File: config.mk
export PLATFORM = sky130hd
export DESIGN_NAME = env_vca
export DESIGN_NICKNAME = d
export VERILOG_FILES = /design/src/rtl/env_vca.sv
export SDC_FILE = /design/constraint.sdc
export NUM_CORES = 1
export LEC_CHECK = 0
export ABC_AREA = 1
export BUFFER_PORTS_ARGS = -buffer_cell sky130_fd_sc_hd__buf_2
export CAP_MARGIN = 5
export CORE_UTILIZATION = 30
export DETAILED_ROUTE_END_ITERATION = 10
export PLACE_DENSITY = 0.56
export RECOVER_POWER = 50
export SLEW_MARGIN = 30
export SYNTH_ARGS = -nofsm -noshare
export SYNTH_HDL_FRONTEND = slang
export SYNTH_SLANG_ARGS = --single-unit
File: constraint.sdc
create_clock -name clk -period 5.85 [get_ports clk]
set_input_delay 1.17 -clock clk [delete_from_list [all_inputs] [get_ports clk]]
set_output_delay 1.17 -clock clk [all_outputs]
set_load 0.01 [all_outputs]
File: src/rtl/env_vca.sv
// ADSR envelope generator driving a signed VCA multiply with a fixed two-cycle output latency.
// Build option ENV_VCA_SAT_EN: saturate the scaled sample to OUT_W bits instead of wrapping.
module env_vca #(
    parameter int OUT_W = 12
) (
    input  logic                    clk,
    input  logic                    rst,
    input  logic                    ena,
    input  logic                    gate,
    input  logic signed [17:0]      In,
    input  logic        [16:0]      atk,
    input  logic        [16:0]      dec,
    input  logic        [16:0]      sus,
    input  logic        [16:0]      rel,
    output logic signed [OUT_W-1:0] Out,
    output logic                    valid,
    output logic        [16:0]      env,
    output logic                    busy
);

    typedef enum logic [2:0] {
        IDLE    = 3'd0,
        ATTACK  = 3'd1,
        DECAY   = 3'd2,
        SUSTAIN = 3'd3,
        RELEASE = 3'd4
    } state_t;

    localparam logic [16:0] ENV_MAX = 17'h1FFFF;
    localparam int LIM = 2 ** (OUT_W - 1) - 1;
    localparam logic signed [17:0] POS_LIM = 18'(LIM);
    localparam logic signed [17:0] NEG_LIM = -POS_LIM;

    state_t                    state_q, state_d;
    logic        [16:0]        env_q, env_d;
    logic signed [17:0]        in_reg_q, in_reg_d;
    logic        [16:0]        env_snap_q, env_snap_d;
    logic signed [35:0]        prod_q, prod_d;
    logic signed [OUT_W-1:0]   out_q, out_d;
    logic                      s1_q, s1_d;
    logic                      s2_q, s2_d;
    logic                      valid_q, valid_d;

    logic [17:0]               sum_atk, diff_dec, diff_rel;
    logic signed [17:0]        scaled;
    logic signed [OUT_W-1:0]   reduced;
    logic                      unused_bits;

    // State register and all sequential storage
    always_ff @(posedge clk or posedge rst) begin
        if (rst) begin
            state_q    <= IDLE;
            env_q      <= '0;
            in_reg_q   <= '0;
            env_snap_q <= '0;
            prod_q     <= '0;
            out_q      <= '0;
            s1_q       <= 1'b0;
            s2_q       <= 1'b0;
            valid_q    <= 1'b0;
        end else begin
            state_q    <= state_d;
            env_q      <= env_d;
            in_reg_q   <= in_reg_d;
            env_snap_q <= env_snap_d;
            prod_q     <= prod_d;
            out_q      <= out_d;
            s1_q       <= s1_d;
            s2_q       <= s2_d;
            valid_q    <= valid_d;
        end
    end

    // Next state and envelope level; a gate change only moves state, env waits for the next ena
    always_comb begin
        state_d  = state_q;
        env_d    = env_q;
        sum_atk  = {1'b0, env_q} + {1'b0, atk};
        diff_dec = {1'b0, env_q} - {1'b0, dec};
        diff_rel = {1'b0, env_q} - {1'b0, rel};
        if (ena) begin
            case (state_q)
                IDLE: begin
                    if (gate) state_d = ATTACK;
                end
                ATTACK: begin
                    if (!gate) begin
                        state_d = RELEASE;
                    end else if (sum_atk >= {1'b0, ENV_MAX}) begin
                        env_d   = ENV_MAX;
                        state_d = DECAY;
                    end else begin
                        env_d = sum_atk[16:0];
                    end
                end
                DECAY: begin
                    if (!gate) begin
                        state_d = RELEASE;
                    end else if (diff_dec[17] || (diff_dec[16:0] <= sus)) begin
                        env_d   = sus;
                        state_d = SUSTAIN;
                    end else begin
                        env_d = diff_dec[16:0];
                    end
                end
                SUSTAIN: begin
                    if (!gate) state_d = RELEASE;
                    else       env_d   = sus;
                end
                RELEASE: begin
                    if (gate) begin
                        state_d = ATTACK;
                    end else if (diff_rel[17] || (diff_rel[16:0] == 17'd0)) begin
                        env_d   = '0;
                        state_d = IDLE;
                    end else begin
                        env_d = diff_rel[16:0];
                    end
                end
                default: state_d = IDLE;
            endcase
        end
    end

    // Arithmetic shift by 17 keeps product bits 34:17
    assign scaled = prod_q[34:17];

`ifdef ENV_VCA_SAT_EN
    always_comb begin
        if (scaled > POS_LIM)      reduced = POS_LIM[OUT_W-1:0];
        else if (scaled < NEG_LIM) reduced = NEG_LIM[OUT_W-1:0];
        else                       reduced = scaled[OUT_W-1:0];
    end
`else
    assign reduced = scaled[OUT_W-1:0];
`endif

    assign unused_bits = ^{prod_q[35], prod_q[16:0], scaled};

    // Pipeline: a fresh ena cancels whatever is still in flight
    always_comb begin
        in_reg_d   = ena ? In : in_reg_q;
        env_snap_d = ena ? env_q : env_snap_q;
        s1_d       = ena;
        prod_d     = s1_q ? (in_reg_q * $signed({1'b0, env_snap_q})) : prod_q;
        s2_d       = s1_q & ~ena;
        valid_d    = s2_q & ~ena;
        out_d      = (s2_q & ~ena) ? reduced : out_q;
    end

    // Output process
    always_comb begin
        busy  = (state_q != IDLE);
        valid = valid_q;
        Out   = out_q;
        env   = env_q;
    end

endmodule

Word level (Yosys, flattened, before mapping) --
Index checks and enable logic that the tools add are counted.
Cells by class: reductions and logical operators 8, mux-type cells 17, multipliers 1, add/subtract/negate cells 3, magnitude comparators 2, bitwise operators 3, eq/ne operators 13
Operators with widths (count):
- $mux 17 | 7
- $pmux 17 s4 | 1
- $sub 17x17->18 | 2
- $mul 18x18->29 | 1
- $mux 3 | 8
- $add 17x17->18 | 1
- $ge 18x17->1 const B | 1
- $le 17x17->1 | 1
- $logic_not 17->1 | 1
- $pmux 3 s5 | 1
- $ne 2x2->1 const B | 6
- $reduce_and 6->1 | 2
- $ne 3x3->1 const B | 3
- $eq 3x2->1 const B | 2
- $reduce_bool 4->1 | 1
- $eq 3x1->1 const B | 1
- $eq 3x3->1 const B | 1
- $logic_not 3->1 | 1
- $reduce_bool 3->1 | 1
- $and 1x1->1 | 2
- $logic_or 1x1->1 | 2
- $not 1->1 | 1
Storage, ports and cells: logic and storage cells 56, register bits after elaboration 99, output and inout port bits 31

Longest topological paths before layout --
word-level depth 6, mapped depth 29, gate-level depth less buffers 28

Worst setup path after synthesis --
OpenSTA, ideal clock, no wires.
kind reg2reg, from register env_snap_q[4], to register prod_q[27], stages on the path, launching flop included 23, setup slack -103 ps, buffers on the path 2, arrival 5816 ps, cells stage by stage dfrtp_1 > clkbuf_1 > buf_1 > nand2_1 > fa_1 > inv_1 > fa_1 > fa_1 > inv_1 > fa_1 > inv_1 > fa_1 > inv_1 > fa_1 > inv_1 > ha_1 > inv_1 > nor3_1 > nand4_1 > or2_2 > o221ai_1 > or2_2 > a31oi_1
Between the ends: word-level cells in the longest chain between the ends 1
Ends and longest elaborated chain:
- from (decl) | line 37 | logic [16:0] env_snap_q, env_snap_d;
- from (signal assigned) | line 65 | env_snap_q <= env_snap_d;
- $mul 18x18->29 | line 145 | prod_d = s1_q ? (in_reg_q * $signed({1'b0, env_snap_q})) : prod_q;
- to (signal assigned) | line 66 | prod_q <= prod_d;
- to (decl) | line 38 | logic signed [35:0] prod_q, prod_d;
Every way passes these cells. A chain may end at the register's enable or synchronous reset.

Worst setup path in the final report --
from register env_snap_q[3], to register prod_q[23]
The elaborated chain is that of the path after synthesis.

==> key figures <==
Timing
  – Slew margin rel.: -114%
  – Worst setup margin: 0.244 ns
  – Clk_skew: 0.0215 ns
  – Max Fclk: 0.178 GHz
  – Hold Vio Cnt, Final: 0
  – Max Slew Vio Count: 162
  – Actual slew at the worst max-slew pin: 3.22 ns
  – Hold slack: 0.468 ns
  – Min Tclk post-route: 5.61 ns
  – Fin crit share: 95.8%
  – Endpoints failing setup: 0

Routing
  – DR iter-0 viols: 974
  – WL final: 52,200 um
  – Drt first pass iters: 9
  – Number of nets still failing antenna checks after routing: 0
  – DRC Markers: 2
  – Via density: 4.52
  – Vias: 16,000
  – WL/cell: 14.8 um

Finish
  – Ratio of cells with drive above 1 in the final layout: 11.4%
  – Nets: 3,244
  – Most common cell after layout, fill and taps aside: nand2_1
  – Filler Cell Count: 6,374
  – Antenna Cells: 0
  – FF/Latch Area: 2060 sq um
  – Area of the multi-input gates: 13,000 sq um
  – Area growth from synthesis to layout: 14.3%
  – Leading cell types in the layout, fill and taps excluded: 804 x nand2_1, 710 x inv_1, 252 x fa_1

Floorplan
  – Die H: 247 um
  – Die X: 247 um
  – Core Area: 59,100 sq um
  – Starting Density: 30.4%
  – I/O Pins: 121
  – Num rows: 89
  – Die ar.: 61,000 sq um

Global routing
  – Gr usage total: 18.0%
  – Grt ovf: 0
  – Largest net degree at the start of global routing: 52
  – First-pass GRT wire length: 84,900 um
  – Vias in the first global route: 15,800
  – Initial antenna violation count: 1

Synthesis
  – Cells after synthesis: 2,624
  – Syn Area/Cell: 6.86 sq um
  – Async SR Flop Fraction: 100%
  – EDFF count, synth: 0
  – Simple-gate portion of the synthesized area: 26.1%
  – Synth top area share: 28.4%
  – Synth Area in Adders: 38.1%
  – Combinational family with the most area after synthesis: adder cells
  – Post-Synth XOR/XNOR Area: 1.85%
  – Sequential fraction of the synthesis area: 11.4%
  – Syn Nets: 3,109
  – Post-synthesis mux area share: 0%
  – Mapped Area: 18,000 sq um
  – Main synth FF type: dfrtp_1
  – Post-synth top area cell: fa_1
  – Seq cells post-synth: 82
  – Synth area leaders: fa_1 28%, nand2_1 17%, inv_1 15%, dfrtp_1 11%, ha_1 9.7%
  – Syn. warnings: 0
  – Compound-gate portion of the synthesized area: 5.20%
  – Post-synthesis cell type count: 43

Clocking
  – Max Root-Sink Buffers: 2
  – TritonCTS Buffers: 9
  – # hold bufs at CTS: 0
  – Clock Sinks: 82
  – Max H-tree Level: 3
  – Clock Root Buffer: clkbuf_16
  – Clk_lat worst skew: 0.40 ns
  – CTS tree: done
  – Worst-path clk slew: 0.08 ns

Critical path
  – Worst Path Required: 6.10 ns
  – FF-to-FF path depth: 25
  – Crit Path Category: reg -> reg
  – CP max FO: 7
  – Setup crit end kind: register
  – CP arrival: 5.86 ns
  – Startpoint Class: register

Status
  – Violated checks: DRC, capacitance limit, slew limit
  – Status: finished with violations

Flow run
  – Max Cap Viol: 4

Placed design
  – Placer congestion estimate: 0.894
  – Port bufs: 120
  – DP Wirelength: 43,700 um
  – Pre-CTS setup slack: 0.0222 ns

Min path
  – Hold Path Depth: 2
  – Min-Delay Path Class: reg -> reg
-- kinds of logic after synthesis --
logic type | count (synthesis)
flops | 82
fa+ha+maj | 395
xor+xnor | 38
compound gates | 162
simple gates | 1127
buf+inv | 820
-- stage by stage --
| step | area (sq um) | instances | util, % | setup TNS [ns] |
|---|---|---|---|---|
| floorplan | 18000 | 2624 | - | 0 |
| global placement | 20000 | 3511 | 33.9 | 0 |
| detailed placement | 20000 | 3511 | 33.9 | 0 |
| CTS | 20300 | 3527 | 34.4 | 0 |
| global route | 20600 | 3537 | 34.8 | -0.0589 |
| finish | 20600 | 3537 | 34.8 | 0 |
-- sequential cells by signal (all words and copies together) (netlist names) --
signal,count
prod_q,12
Out,12
valid,1
s2_q,1
in_reg_q,18
env_snap_q,17
s1_q,1
state_q,3
env,17
-- area by class of cell --
class,count,area share [%]
inverter,725,13.2
timing repair buffer,219,7.46
multi-input combinational,1722,63.1
clock buffer,9,1.09
clock inverter,7,0.347
tap,773,4.70
sequential,82,10.0
-- metal layers --
layer	GRT usage [%]	wire, um	up-vias
li1	-	-	7928
met1	24.1	23700	7619
met2	30.1	24600	402
met3	1.70	2550	47
met4	6.03	1490	0
met5	0	0	-
-- repair_timing --
action                     4_1_cts  5_1_grt
buffers inserted                 0        9
setup endpoints to repair        0       10
resized for setup                0       45
-- cell usage after synthesis, types with 18 or more instances --
cell,instances
a21oi_1,64
a31oi_1,19
buf_1,18
clkbuf_1,63
dfrtp_1,82
fa_1,255
ha_1,140
inv_1,713
nand2_1,806
nand3_1,101
nand4_1,38
nor2_1,111
o21ai_0,51
xnor2_1,19
xor2_1,19
-- worst max-delay path, stage by stage (launching register included) --
cell and delay, ns:
dfrtp_1 0.39, buf_4 0.17, buf_4 0.15, nand2_1 0.05, inv_1 0.05, fa_1 0.52
inv_1 0.06, fa_1 0.50, fa_1 0.51, inv_1 0.07, fa_1 0.49, fa_1 0.49
inv_1 0.05, fa_1 0.47, inv_1 0.06, ha_4 0.29, nand2_2 0.09, nor4_2 0.29
nand2_1 0.10, nand2_1 0.10, nand2_1 0.13, nand2_1 0.12, nand2_1 0.06, nand2_1 0.07
xnor2_1 0.11, o21ai_0 0.08
-- final timing paths --
kind                       slack, ns             end          start
min reg2reg                     0.47          Out[6]     prod_q[23]
max in group asynchronous       0.83   env_snap_q[6]            rst
max                             0.24      prod_q[23]  env_snap_q[3]
min in group asynchronous       1.13  env_snap_q[11]            rst
max reg2reg                     0.24      prod_q[23]  env_snap_q[3]
min                             0.47          Out[6]     prod_q[23]
Power is not shown: default switching activity piles up to over one toggle a cycle in this logic, so the estimate is an artifact.
